`src/rtl/instruction_fetch.sv`:
```
// Instruction fetch: steers the program counter, reads program ROM and hands {opcode, operand} words to the ICU.
// Optional address range checking with a sticky addr_fault output is enabled by defining IFETCH_ADDR_CHECK_EN.
module instruction_fetch #(
  parameter int                   ADDR_SIZE    = 8,
  parameter int                   OPERAND_SIZE = 8,
  parameter logic [ADDR_SIZE-1:0] RESET_VECTOR = '0
`ifdef IFETCH_ADDR_CHECK_EN
  , parameter int                 PROG_DEPTH   = 2**ADDR_SIZE
`endif
) (
  input  logic                      clk_i,
  input  logic                      reset_n_i,
  input  logic [ADDR_SIZE-1:0]      pc_address_i,
  output logic                      pc_write_o,
  output logic [ADDR_SIZE-1:0]      pc_address_in_o,
  output logic                      rom_en_o,
  input  logic [OPERAND_SIZE+3:0]   rom_data_i,
  output logic                      instr_valid_o,
  input  logic                      instr_ready_i,
  output logic [3:0]                instr_opcode_o,
  output logic [OPERAND_SIZE-1:0]   instr_operand_o,
  output logic [ADDR_SIZE-1:0]      instr_addr_o,
  input  logic                      jump_req_i,
  input  logic [ADDR_SIZE-1:0]      jump_target_i,
  input  logic                      skip_req_i
`ifdef IFETCH_ADDR_CHECK_EN
  , output logic                    addr_fault_o
`endif
);

  typedef enum logic [1:0] {SYNC, FETCH, PRESENT} state_e;

  state_e                  state_q, state_d;
  logic [ADDR_SIZE-1:0]    fetch_addr_q;
  logic [OPERAND_SIZE+3:0] hold_q;
  logic                    entry_q;
  logic                    accept;
  logic                    fetch_ok;
  logic                    jump_ok;
  logic [OPERAND_SIZE+3:0] word;

`ifdef IFETCH_ADDR_CHECK_EN
  localparam logic [31:0] DEPTH_U = 32'(PROG_DEPTH);
  logic fault_q, fault_set;

  assign fetch_ok     = 32'(pc_address_i)  < DEPTH_U;
  assign jump_ok      = 32'(jump_target_i) < DEPTH_U;
  assign addr_fault_o = fault_q;
`else
  assign fetch_ok = 1'b1;
  assign jump_ok  = 1'b1;
`endif

  assign accept = (state_q == PRESENT) && instr_ready_i;

  always_comb begin
    state_d         = state_q;
    pc_write_o      = 1'b1;
    pc_address_in_o = pc_address_i;
    rom_en_o        = 1'b0;
`ifdef IFETCH_ADDR_CHECK_EN
    fault_set       = 1'b0;
`endif
    unique case (state_q)
      SYNC: begin
        // PC powers up at all ones; force it onto the reset vector.
        pc_address_in_o = RESET_VECTOR;
        state_d         = FETCH;
      end
      FETCH: begin
        pc_write_o = 1'b0;
        if (fetch_ok) begin
          rom_en_o = 1'b1;
          state_d  = PRESENT;
        end else begin
`ifdef IFETCH_ADDR_CHECK_EN
          fault_set = 1'b1;
`endif
          state_d = SYNC;
        end
      end
      PRESENT: begin
        // PC already points at fetch_addr+1; rewriting it holds it there.
        if (accept) begin
          state_d = FETCH;
          if (jump_req_i) begin
            if (jump_ok) begin
              pc_address_in_o = jump_target_i;
            end else begin
              pc_address_in_o = RESET_VECTOR;
`ifdef IFETCH_ADDR_CHECK_EN
              fault_set = 1'b1;
`endif
            end
          end else if (skip_req_i) begin
            pc_address_in_o = pc_address_i + 1'b1;
          end
        end
      end
      default: state_d = SYNC;
    endcase
  end

  always_ff @(posedge clk_i or negedge reset_n_i) begin
    if (!reset_n_i) begin
      state_q      <= SYNC;
      fetch_addr_q <= '0;
      hold_q       <= '0;
      entry_q      <= 1'b0;
    end else begin
      state_q <= state_d;
      entry_q <= (state_q == FETCH) && (state_d == PRESENT);
      if (state_q == FETCH) fetch_addr_q <= pc_address_i;
      if (entry_q)          hold_q       <= rom_data_i;
    end
  end

`ifdef IFETCH_ADDR_CHECK_EN
  always_ff @(posedge clk_i or negedge reset_n_i) begin
    if (!reset_n_i) fault_q <= 1'b0;
    else            fault_q <= fault_q | fault_set;
  end
`endif

  // ROM data is live only in the entry cycle; afterwards the captured copy keeps the word stable.
  assign word            = entry_q ? rom_data_i : hold_q;
  assign instr_valid_o   = (state_q == PRESENT);
  assign instr_opcode_o  = word[OPERAND_SIZE+3 -: 4];
  assign instr_operand_o = word[OPERAND_SIZE-1:0];
  assign instr_addr_o    = fetch_addr_q;

endmodule

```
`config.mk`:
```
export PLATFORM = sky130hd
export DESIGN_NAME = instruction_fetch
export DESIGN_NICKNAME = d
export VERILOG_FILES = /design/src/rtl/instruction_fetch.sv
export SDC_FILE = /design/constraint.sdc
export NUM_CORES = 1
export LEC_CHECK = 0
export ABC_AREA = 1
export BUFFER_PORTS_ARGS = -buffer_cell sky130_fd_sc_hd__buf_2
export CORE_MARGIN = 5
export CORE_UTILIZATION = 44
export DETAILED_ROUTE_END_ITERATION = 10
export GPL_TIMING_DRIVEN = 0
export PLACE_DENSITY = 0.78
export SLEW_MARGIN = 20
export SYNTH_ARGS = -nofsm -noshare
export SYNTH_HDL_FRONTEND = slang
export SYNTH_SLANG_ARGS = --single-unit
```
`constraint.sdc`:
```
create_clock -name clk_i -period 1.3 [get_ports clk_i]
set_clock_uncertainty 0.05 [all_clocks]
set_input_delay 0.065 -clock clk_i [delete_from_list [all_inputs] [get_ports clk_i]]
set_output_delay 0.065 -clock clk_i [all_outputs]
set_load 0.005 [all_outputs]
```
==> results of run 1 <==
## kinds of logic after synthesis
kind of cell,after synthesis,synth area share [%]
AO/OA/AOI/OAI,29,12.82
adder cells (fa/ha/maj),1,1.025
flip-flops,23,47.18
multiplexers,12,11.08
buffers and inverters,23,8.410
AND/OR/NAND/NOR,53,19.49
## Yosys cell counts
cell type	instances	area, um^2
o22ai_1	1	6.260
buf_6	2	22.52
inv_2	1	3.750
a21oi_1	5	25.02
o211ai_1	4	30.03
o21ai_0	9	45.04
inv_1	19	71.32
nor2_2	2	12.51
nand3_1	7	35.03
ha_1	1	12.51
buf_2	1	5.000
nor2_1	4	15.01
dfrtp_1	23	575.6
o21ai_1	10	50.05
nand2_1	34	127.6
nand2_2	2	12.51
nor2_4	2	22.52
mux2_2	12	135.1
nand4_1	2	12.51
## power by group
part	switching, W	internal [W]
registers	0.000172	0.00107
clock network	0.000192	0.000119
logic	0.00103	0.00148
## how the worst max path moves through the flow
stage                         startpoint                    to  slack [ns]  cells after the start
finish              state_q[1]$_DFF_PN0_    pc_address_in_o[6]       -0.16                      8
CTS                 state_q[1]$_DFF_PN0_    pc_address_in_o[2]       -0.21                      7
floorplan              entry_q$_DFF_PN0_  hold_q[10]$_DFF_PN0_        0.20                      2
global route        state_q[1]$_DFF_PN0_    pc_address_in_o[0]       -0.26                      7
detailed placement  state_q[0]$_DFF_PN0_    pc_address_in_o[1]       -0.02                      6
global placement    state_q[0]$_DFF_PN0_    pc_address_in_o[3]       -0.03                      6
## state kept, by name, summed over array words and instances, names as in the netlist
register      flops
instr_addr_o      8
entry_q           1
hold_q           12
state_q           2
## layout make-up
type	instances	area share [%]
timing repair buffer	85	30.10
sequential	23	29.58
multi-input combinational	95	31.25
inverter	20	3.987
tap	31	1.994
buffer	3	1.736
clock buffer	4	1.350
## stage by stage
stage               setup slack [ns]  instances  cell area, um^2
floorplan                     0.1969        141             1220
global placement            -0.02534        235             1574
detailed placement          -0.01779        235             1574
CTS                          -0.2112        259             1918
global route                 -0.2612        261             1946
finish                       -0.1630        261             1946
## timing repair
action | in CTS | in global routing
gates cloned | 1 | 0
hold buffers | 9 | 0
endpoints found under the hold margin | 31 | 0
pin swaps | 6 | 0
endpoints found under the setup margin | 21 | 22
gates resized for setup | 39 | 4
setup buffers | 10 | 2
## routing by layer
metal  up-vias  track usage (%)
met5         -                0
met1       585            22.68
met3         2            3.777
met2        53            31.74
met4         0            4.775
li1        641                -
## worst max-delay path, delay by kind of cell, from the launching register on
family,cells,cell delay (ns)
AO/OA/AOI/OAI,1,0.12
buffers and inverters,2,0.17
flip-flops,1,0.39
AND/OR/NAND/NOR,5,0.38
==> impl_metrics.toml, run 1 <==
[logic_synthesis]
synth_fp_nets = 175
synth_area_um2 = 1220
synth-seq-area-share_pct = 47.18
synth_warnings = 0
synth_seq_cells = 23
synthesis.area_per_instance_um2 = 8.652
post_synth_num_cell_types = 19
syn_inst = 141

[global_route]
pin_count_of_the_biggest_net_entering_global_routing = 24
wire_length_of_the_first_global_routing_pass_um = 5968
via_count_of_the_first_global_routing_pass = 1284
number_of_antenna_violations_at_the_first_check_in_global_routing = 0
global_route.usage.total_pct = 18.20
gr-total-overflow = 0

[status]
failed_checks = "setup timing"
outcome = "complete, but fails checks"

[route]
antenna_left = 0
firstDrtPassIters = 4
detail_routed_net_length_per_standard_cell_um = 13.25
top_layer_used_by_detailed_routing = "met4"
routed_via_density = 4.908
drt_wl_total_um = 3457
first_iter_violations = 34
wl_met3_um = 278
detail_route.drc_violations = 0
dr_wl_met2_um = 1666
route.vias.total = 1281
wl_met1_um = 1496

[sta]
timing_worst_slew_pin_value_ns = 0.4896
report.final.slew_viol_count = 0
worst_hold_slack_ns = 0.01472
hold_viol_final = 0
layout_min_cycle_time_ns = 1.463
fin_crit_sh_pct = 112.5
timing.max_slew.rel_slack_pct = 67.36
max_freq_ghz = 0.6835
number_of_setup_violations_in_the_final_report = 21
unrepaired_setup_endpoints_after_global_routing = "yes"
tns_ns = -2.675
layout_setup_ws_ns = -0.1630

[final_layout]
final_common_cell = "buf_2"
layout.nets = 265
seqCellArea_um2 = 575.6
multiInputGateArea_um2 = 608.1
finalCoreUtilization_pct = 71.79
num-fill-cells = 223
syn_to_final_growth_pct = 59.49
antenna-diode-count = 0
layout.cells.most_common_list = "51 x buf_2, 33 x nand2_1, 23 x dfrtp_1, 17 x buf_6, 16 x inv_1"
layout-drive-gt1-share_pct = 46.09

[clock_network]
clockRootBuffer = "clkbuf_4"
clkTransAtPathRegs_ns = 0.12
numCtsBuffers = 3
htreeDepth = 1
clock_sinks = 23
clk_path_buf_depth = 2
worst_skew_pair.late_latency_ns = 0.29
cts_tree = "done"

[power]
ir_drop_mv = 1.586
p_per_area_nw_per_um2 = 2089
p_leak_nw = 1.051
finalPower_w = 0.004064

[floorplan]
floorplan.die.width_um = 62.66
die_y_um = 62.66
floorplan.rows = 19
design.portCount = 64
floorplan.initialDensity_pct = 45.01
floorplan.core_area_um2 = 2710
die_area_um2 = 3926

[setup_path]
critical_path.max_fanout = 4
endpoint_kind = "output port"
required_ns = 1.19
worstPathCellList = "inv_2 -> nor2_4 -> nand2_4 -> a21oi_1 -> nand2_1 -> nand2_1 -> nand2_1 -> buf_2"
crit_path_frequent_cell = "nand2_1"
r2r_cells = 3
timing.critical_path.from_type = "flip-flop"
critPathSlowestCell = "dfrtp_1"
worst_r2r_startpoint = "entry_q$_DFF_PN0_"
crit_path_max_incr_delay_ns = 0.39
r2r-end = "hold_q[5]$_DFF_PN0_"
setup.reg_to_reg.worst_slack_ns = 0.12
worst_ep_arrival_time_ns = 1.35
worstSetupPathType = "flip-flop to output port"

[worst_hold_path]
hold_depth = 3
hold_path_startpoint = "pc_address_i[0]"
hold_end = "instr_addr_o[0]$_DFFE_PN0P_"
worstHoldPathType = "primary input to flip-flop"

[placed_design]
place_congestion = 0.7878
post_dp_hpwl_um = 2431
portBuffers = 63

[flow_run]
maxCapViolations = 0
No activity file was read; power rests on OpenSTA's default activity.
==> run 2, diff against run 1 <==
--- a/config.mk
+++ b/config.mk
@@ -11,6 +11,7 @@
 export CORE_UTILIZATION = 44
 export DETAILED_ROUTE_END_ITERATION = 10
 export GPL_TIMING_DRIVEN = 0
+export MAX_ROUTING_LAYER = met4
 export PLACE_DENSITY = 0.78
 export SLEW_MARGIN = 20
 export SYNTH_ARGS = -nofsm -noshare
==> run 2 against run 1 <==
- the run still ends with setup timing left
- cell count is the same
- worst setup slack improved by 0.00063 ns
- sequential power about the same
- register-to-register slack barely moved
- sequential cell count stayed put
- non-clock buffer count stayed put
- clock power is essentially flat
- combinational power is essentially flat
- count of clock-buffer cells in the layout is the same
- die area stayed put
- core utilization unchanged
- maximum frequency about the same
==> impl_metrics.toml, run 2 (synthesis results as in run 1) <==
[status]
outcome = "complete, but fails checks"
failed_checks = "setup timing"

[final_layout]
top_register = "hold_q"
layout.cell_area.non_filler_um2 = 1946
syn_to_final_growth_pct = 59.49
layout-drive-gt1-share_pct = 46.09
layout.cells.most_common_list = "51 x buf_2, 33 x nand2_1, 23 x dfrtp_1, 17 x buf_6, 16 x inv_1"
final_common_cell = "buf_2"
largest_register_ffs = 12
layout.nets = 265
antenna-diode-count = 0

[floorplan]
floorplan.rows = 19
die_area_um2 = 3926
die_y_um = 62.66
floorplan.core_area_um2 = 2710
floorplan.initialDensity_pct = 45.01
design.portCount = 64
floorplan.die.width_um = 62.66

[sta]
number_of_setup_violations_in_the_final_report = 21
layout_setup_ws_ns = -0.1624
worst_hold_slack_ns = 0.01489
max_freq_ghz = 0.6838
layout_min_cycle_time_ns = 1.462
hold_viol_final = 0
timing_worst_slew_pin_value_ns = 0.4899
unrepaired_setup_endpoints_after_global_routing = "yes"
report.final.slew_viol_count = 0
timing.max_slew.rel_slack_pct = 67.34
fin_crit_sh_pct = 112.5

[clock_network]
clkTransAtPathRegs_ns = 0.12
worst_skew_pair.late_latency_ns = 0.29
numCtsBuffers = 3
clockRootBuffer = "clkbuf_4"
clock_sinks = 23
clk_path_buf_depth = 2
cts_tree = "done"
htreeDepth = 1

[route]
drt_wl_total_um = 3459
route.vias.total = 1280
detail_routed_net_length_per_standard_cell_um = 13.25
firstDrtPassIters = 4
detail_route.drc_violations = 0
routed_via_density = 4.904
antenna_left = 0
first_iter_violations = 37

[setup_path]
worstSetupPathType = "flip-flop to output port"
cp-startpoint = "state_q[1]$_DFF_PN0_"
required_ns = 1.19
r2r-end = "hold_q[5]$_DFF_PN0_"
worst_ep_arrival_time_ns = 1.35
setup.reg_to_reg.worst_slack_ns = 0.12
endpoint_kind = "output port"
timing.critical_path.from_type = "flip-flop"
worst_r2r_startpoint = "entry_q$_DFF_PN0_"
critical_path.max_fanout = 4
r2r_cells = 3
critPathCapture = "pc_address_in_o[6]"

[global_route]
via_count_of_the_first_global_routing_pass = 1288
pin_count_of_the_biggest_net_entering_global_routing = 24
gr-total-overflow = 0
number_of_antenna_violations_at_the_first_check_in_global_routing = 0
wire_length_of_the_first_global_routing_pass_um = 5968
global_route.usage.total_pct = 18.71

[placed_design]
post_dp_cell_area_um2 = 1574
post_dp_hpwl_um = 2431
place_congestion = 0.7988
minimum_setup_slack_after_placement_ns = -0.01779
portBuffers = 63

[flow_run]
maxCapViolations = 0

[power]
p_leak_nw = 1.051
internal-power_w = 0.002674
share_seq_of_total_power_pct = 30.6
ir_drop_mv = 1.586
p_switching_w = 0.001392
power_frac_comb_pct = 61.7
power_switching_share_pct = 34.24
clock_power_share_pct = 7.7
p_per_area_nw_per_um2 = 2090
finalPower_w = 0.004067

[worst_hold_path]
worstHoldPathType = "primary input to flip-flop"
## run 2: cell counts in the layout (fill, tap and decap cells not counted)
No cell type changed its count.
## run 2: layer usage
layer / vias to the layer above / track usage (%) / part of all wire, % / wire [um]
met5: - / - / 0 / 0
met4: 0 / 4.775 / 0.40 / 14
met3: 2 / 2.518 / 7.0 / 243
met2: 56 / 31.74 / 48 / 1668
met1: 582 / 23.47 / 44 / 1532
li1: 640 / - / - / -
## run 2: power groups by stage
stage | sequential (W) | clock (W) | combinational, W
6_report | 0.00125 | 0.000312 | 0.00251
5_1_grt | 0.00129 | 0.000357 | 0.00273
4_1_cts | 0.00123 | 0.000325 | 0.00242
3_5_place_dp | 0.00125 | 0 | 0.00159
3_3_place_gp | 0.00123 | 0 | 0.00154
2_1_floorplan | 0.00122 | 0 | 0.000871
## run 2: worst max-delay path, stage by stage, from the launching register on
cell	delay (ns)
dfrtp_1	0.39
inv_2	0.05
nor2_4	0.13
nand2_4	0.09
a21oi_1	0.12
nand2_1	0.07
nand2_1	0.05
nand2_1	0.04
buf_2	0.12
## run 2: layout make-up
| cell class | count | area [um^2] |
|---|---|---|
| plain buffers | 3 | 33.78 |
| repair buffers | 85 | 585.6 |
| flip-flops and latches | 23 | 575.6 |
| fillers | 223 | 764.5 |
| clock buffers | 4 | 26.28 |
| inverters | 20 | 77.57 |
| well taps | 31 | 38.79 |
| multi-input cells | 95 | 608.1 |
## run 2: repair_timing
item | CTS | global route
pin swaps | 6 | 0
buffers inserted | 10 | 2
endpoints found under the hold margin | 31 | 0
endpoints found under the setup margin | 21 | 22
hold buffers | 9 | 0
gates cloned | 1 | 0
gates resized for setup | 39 | 4
## run 2: worst min-delay path by stage
stage | from | to | slack [ns] | depth (start not counted)
final | pc_address_i[0] | instr_addr_o[0]$_DFFE_PN0P_ | 0.01 | 3
after global routing | pc_address_i[0] | instr_addr_o[0]$_DFFE_PN0P_ | 0.02 | 3
after CTS | pc_address_i[0] | instr_addr_o[0]$_DFFE_PN0P_ | 0.003 | 3
after detailed placement | reset_n_i | hold_q[10]$_DFF_PN0_ | 0.006 | 1
after global placement | reset_n_i | hold_q[10]$_DFF_PN0_ | 0.003 | 1
after floorplan | reset_n_i | entry_q$_DFF_PN0_ | -0.28 | 0
## run 2: stage by stage
step | std cells | util, % | setup TNS (ns)
finish | 261 | 71.79 | -2.704
global route | 261 | 71.79 | -4.330
CTS | 259 | 70.78 | -3.222
detailed placement | 235 | 58.08 | -0.01779
global placement | 235 | 58.08 | -0.06620
floorplan | 141 | - | 0
==> run 3, diff against run 2 <==
--- a/config.mk
+++ b/config.mk
@@ -5,7 +5,6 @@
 export SDC_FILE = /design/constraint.sdc
 export NUM_CORES = 1
 export LEC_CHECK = 0
-export ABC_AREA = 1
 export BUFFER_PORTS_ARGS = -buffer_cell sky130_fd_sc_hd__buf_2
 export CORE_MARGIN = 5
 export CORE_UTILIZATION = 44
@@ -13,6 +12,8 @@
 export GPL_TIMING_DRIVEN = 0
 export MAX_ROUTING_LAYER = met4
 export PLACE_DENSITY = 0.78
+export SETUP_SLACK_MARGIN = 0.1
+export SKIP_CTS_REPAIR_TIMING = 1
 export SLEW_MARGIN = 20
 export SYNTH_ARGS = -nofsm -noshare
 export SYNTH_HDL_FRONTEND = slang
==> run 3 against run 2 <==
- the run ends with hold timing, setup timing left
- register-to-register slack worse by 0.25 ns
- critical path type unchanged
- non-clock buffer count is 7 lower
- worst hold slack worse by 0.070 ns
- maximum frequency is 13% lower
==> impl_metrics.toml, run 3 <==
[sta]
hold_viol_final = 11
tns_ns = -6.188
number_of_setup_violations_in_the_final_report = 29
fin_crit_sh_pct = 129.4
max_freq_ghz = 0.5944
timing_worst_slew_pin_value_ns = 0.4729
layout_setup_ws_ns = -0.3825
layout_min_cycle_time_ns = 1.682
worst_hold_slack_ns = -0.05488
unrepaired_setup_endpoints_after_global_routing = "yes"
timing.max_slew.rel_slack_pct = 68.47
report.final.slew_viol_count = 0

[route]
first_iter_violations = 23
antenna_left = 0
drt_wl_total_um = 3252
detail_route.drc_violations = 0
detail_routed_net_length_per_standard_cell_um = 14.99
route.vias.total = 1115
routed_via_density = 5.138
firstDrtPassIters = 4

[floorplan]
floorplan.initialDensity_pct = 44.78
die_y_um = 62.52
design.portCount = 64
die_area_um2 = 3909
floorplan.die.width_um = 62.52
floorplan.core_area_um2 = 2710
floorplan.rows = 19

[logic_synthesis]
muxShareOfSynthArea_pct = 21.86
combinational_family_with_the_most_area_after_synthesis = "multiplexers"
synth_ff_type = "dfrtp_1"
synthTopCellsByCount = "23 x dfrtp_1, 20 x mux2_2, 9 x nand2_1, 6 x o21ai_0, 5 x a21oi_1"
synth_area_um2 = 1214
most_frequently_used_cell_type_in_the_post_synthesis_netlist = "dfrtp_1"
post_synth_num_cell_types = 29
share_of_the_synthesized_area_in_compound_gates_ao_oa_aoi_oai_pct = 10.82
synth_seq_cells = 23
syn_inst = 106
synth_edf_count = 0
asyncSetResetFlopFracSynth_pct = 100.0
synthTopCellsByArea = "dfrtp_1 47%, mux2_2 19%, mux2i_1 3.3%, nand2_1 2.8%, o21ai_0 2.5%"
synthDominantAreaCellType = "dfrtp_1"
synth_fp_nets = 140
synth_warnings = 0
synth-adder-area-share_pct = 1.031
synth-simple-area-share_pct = 13.51
yosys.area.top_type_share_pct = 47.42
synth-seq-area-share_pct = 47.42
synthesis.area_per_instance_um2 = 11.45
synthXorXnorAreaFrac_pct = 2.165

[final_layout]
layout.cell_area.non_filler_um2 = 1853
layout.cells.most_common_list = "56 x buf_2, 22 x dfrtp_1, 14 x buf_6, 13 x mux2_2, 8 x nand2_1"
syn_to_final_growth_pct = 52.68
top_register = "hold_q"
multiInputGateArea_um2 = 656.9
final_cell_count_no_fill = 217
seqCellArea_um2 = 576.8
largest_register_ffs = 12
finalCoreUtilization_pct = 68.37
final_common_cell = "buf_2"
antenna-diode-count = 0
layout-drive-gt1-share_pct = 61.29
num-fill-cells = 213
layout.nets = 221

[clock_network]
clock_sinks = 23
htreeDepth = 1
clockRootBuffer = "clkbuf_4"
numCtsBuffers = 3
worst_skew_pair.late_latency_ns = 0.31
clkTransAtPathRegs_ns = 0.12
clk_path_buf_depth = 2
cts_tree = "done"

[placed_design]
portBuffers = 62
place_congestion = 0.8931
post_dp_hpwl_um = 2367
dpl.cell_count = 199
minimum_setup_slack_after_placement_ns = -0.09814
post_dp_cell_area_um2 = 1585

[power]
power_frac_comb_pct = 60.6
p_leak_nw = 0.9122
p_switching_w = 0.001274
share_seq_of_total_power_pct = 31.5
internal-power_w = 0.002682
ir_drop_mv = 1.460
clock_power_share_pct = 7.9
power_switching_share_pct = 32.20
p_per_area_nw_per_um2 = 2135

[worst_hold_path]
hold_path_startpoint = "rom_data_i[9]"
worstHoldPathType = "primary input to flip-flop"

[setup_path]
timing.critical_path.from_type = "flip-flop"
crit_path_max_incr_delay_ns = 0.43
worstPathCellList = "nor2b_4 -> or2_4 -> buf_6 -> inv_4 -> o31ai_2 -> o2bb2ai_1 -> buf_2"
critPathSlowestCell = "dfrtp_1"
timing.critical_path.max_delay_family = "flip-flops"
worst_ep_arrival_time_ns = 1.57
worstSetupPathType = "flip-flop to output port"
cp-startpoint = "state_q[1]$_DFF_PN0_"
endpoint_kind = "output port"
required_ns = 1.19
critical_path.max_fanout = 6
crit_buf_inv = 3
worst_r2r_startpoint = "state_q[0]$_DFF_PN0_"

[global_route]
wire_length_of_the_first_global_routing_pass_um = 4885
global_route.usage.total_pct = 15.30
via_count_of_the_first_global_routing_pass = 1136
number_of_antenna_violations_at_the_first_check_in_global_routing = 0
gr-total-overflow = 0
pin_count_of_the_biggest_net_entering_global_routing = 24

[status]
outcome = "complete, but fails checks"
failed_checks = "hold timing, setup timing"

[flow_run]
maxCapViolations = 0
[run 3: cell types whose count changed in the layout (fill, tap and decap cells not counted), moves of 6 or more]
| cell | before | now |
|---|---|---|
| dlygate4sd3_1 | 9 | 3 |
| inv_1 | 16 | 2 |
| mux2_2 | 0 | 13 |
| nand2_1 | 33 | 8 |
| nand3_1 | 7 | 0 |
| o21ai_1 | 15 | 0 |
[run 3: worst register-to-register path, stage by stage, from the launching register on]
cell      delay (ns)
dfrtp_2         0.45
buf_4           0.15
nand2b_1        0.10
buf_6           0.14
buf_12          0.11
mux2_2          0.33
[run 3: cells by family after synthesis]
logic type	Yosys count
AND/OR/NAND/NOR	27
AO/OA/AOI/OAI	20
flip-flops	23
XOR/XNOR	3
adder cells (fa/ha/maj)	1
multiplexers	24
buffers and inverters	8
[run 3: per-stage QoR]
step	power (W)	hold WS [ns]
after global placement	0.002887	-0.005294
after CTS	0.003274	-0.3453
after detailed placement	0.002961	0.001204
after floorplan	0.002214	-0.2806
final	0.003955	-0.05488
after global routing	0.004228	-0.07079
[run 3: per-layer routing]
layer | routed length (um) | vias up | global-route usage [%]
li1 | - | 538 | -
met1 | 1349 | 550 | 16.18
met2 | 1751 | 25 | 28.63
met3 | 131 | 2 | 3.597
met4 | 19 | 0 | 3.183
met5 | 0 | - | -
[run 3: power groups by stage]
stage	registers [W]	logic (W)	clock network (W)
5_1_grt	0.00129	0.00258	0.000359
6_report	0.00124	0.00240	0.000314
3_5_place_dp	0.00126	0.00170	0
4_1_cts	0.00124	0.00171	0.000323
3_3_place_gp	0.00124	0.00165	0
2_1_floorplan	0.00123	0.000986	0
[run 3: area by class of cell]
type                            count  area share [%]
Multi-Input combinational cell     75           35.45
Sequential cell                    23           31.13
Timing Repair Buffer               76           26.67
Buffer                              5           2.498
Tap cell                           31           2.093
Clock buffer                        4           1.418
Inverter                            3          0.7427
[run 3: worst paths after layout]
path                                               end  slack (ns)  depth (start not counted)
setup / recovery                    pc_address_in_o[0]       -0.38                          7
hold / removal                     hold_q[9]$_DFF_PN0_       -0.05                          2
setup reg to reg           instr_addr_o[4]$_DFFE_PN0P_       -0.13                          5
hold reg to reg                    hold_q[1]$_DFF_PN0_        0.46                          1
max in group asynchronous         state_q[0]$_DFF_PN0_        0.65                          2
min in group asynchronous  instr_addr_o[2]$_DFFE_PN0P_        0.19                          2
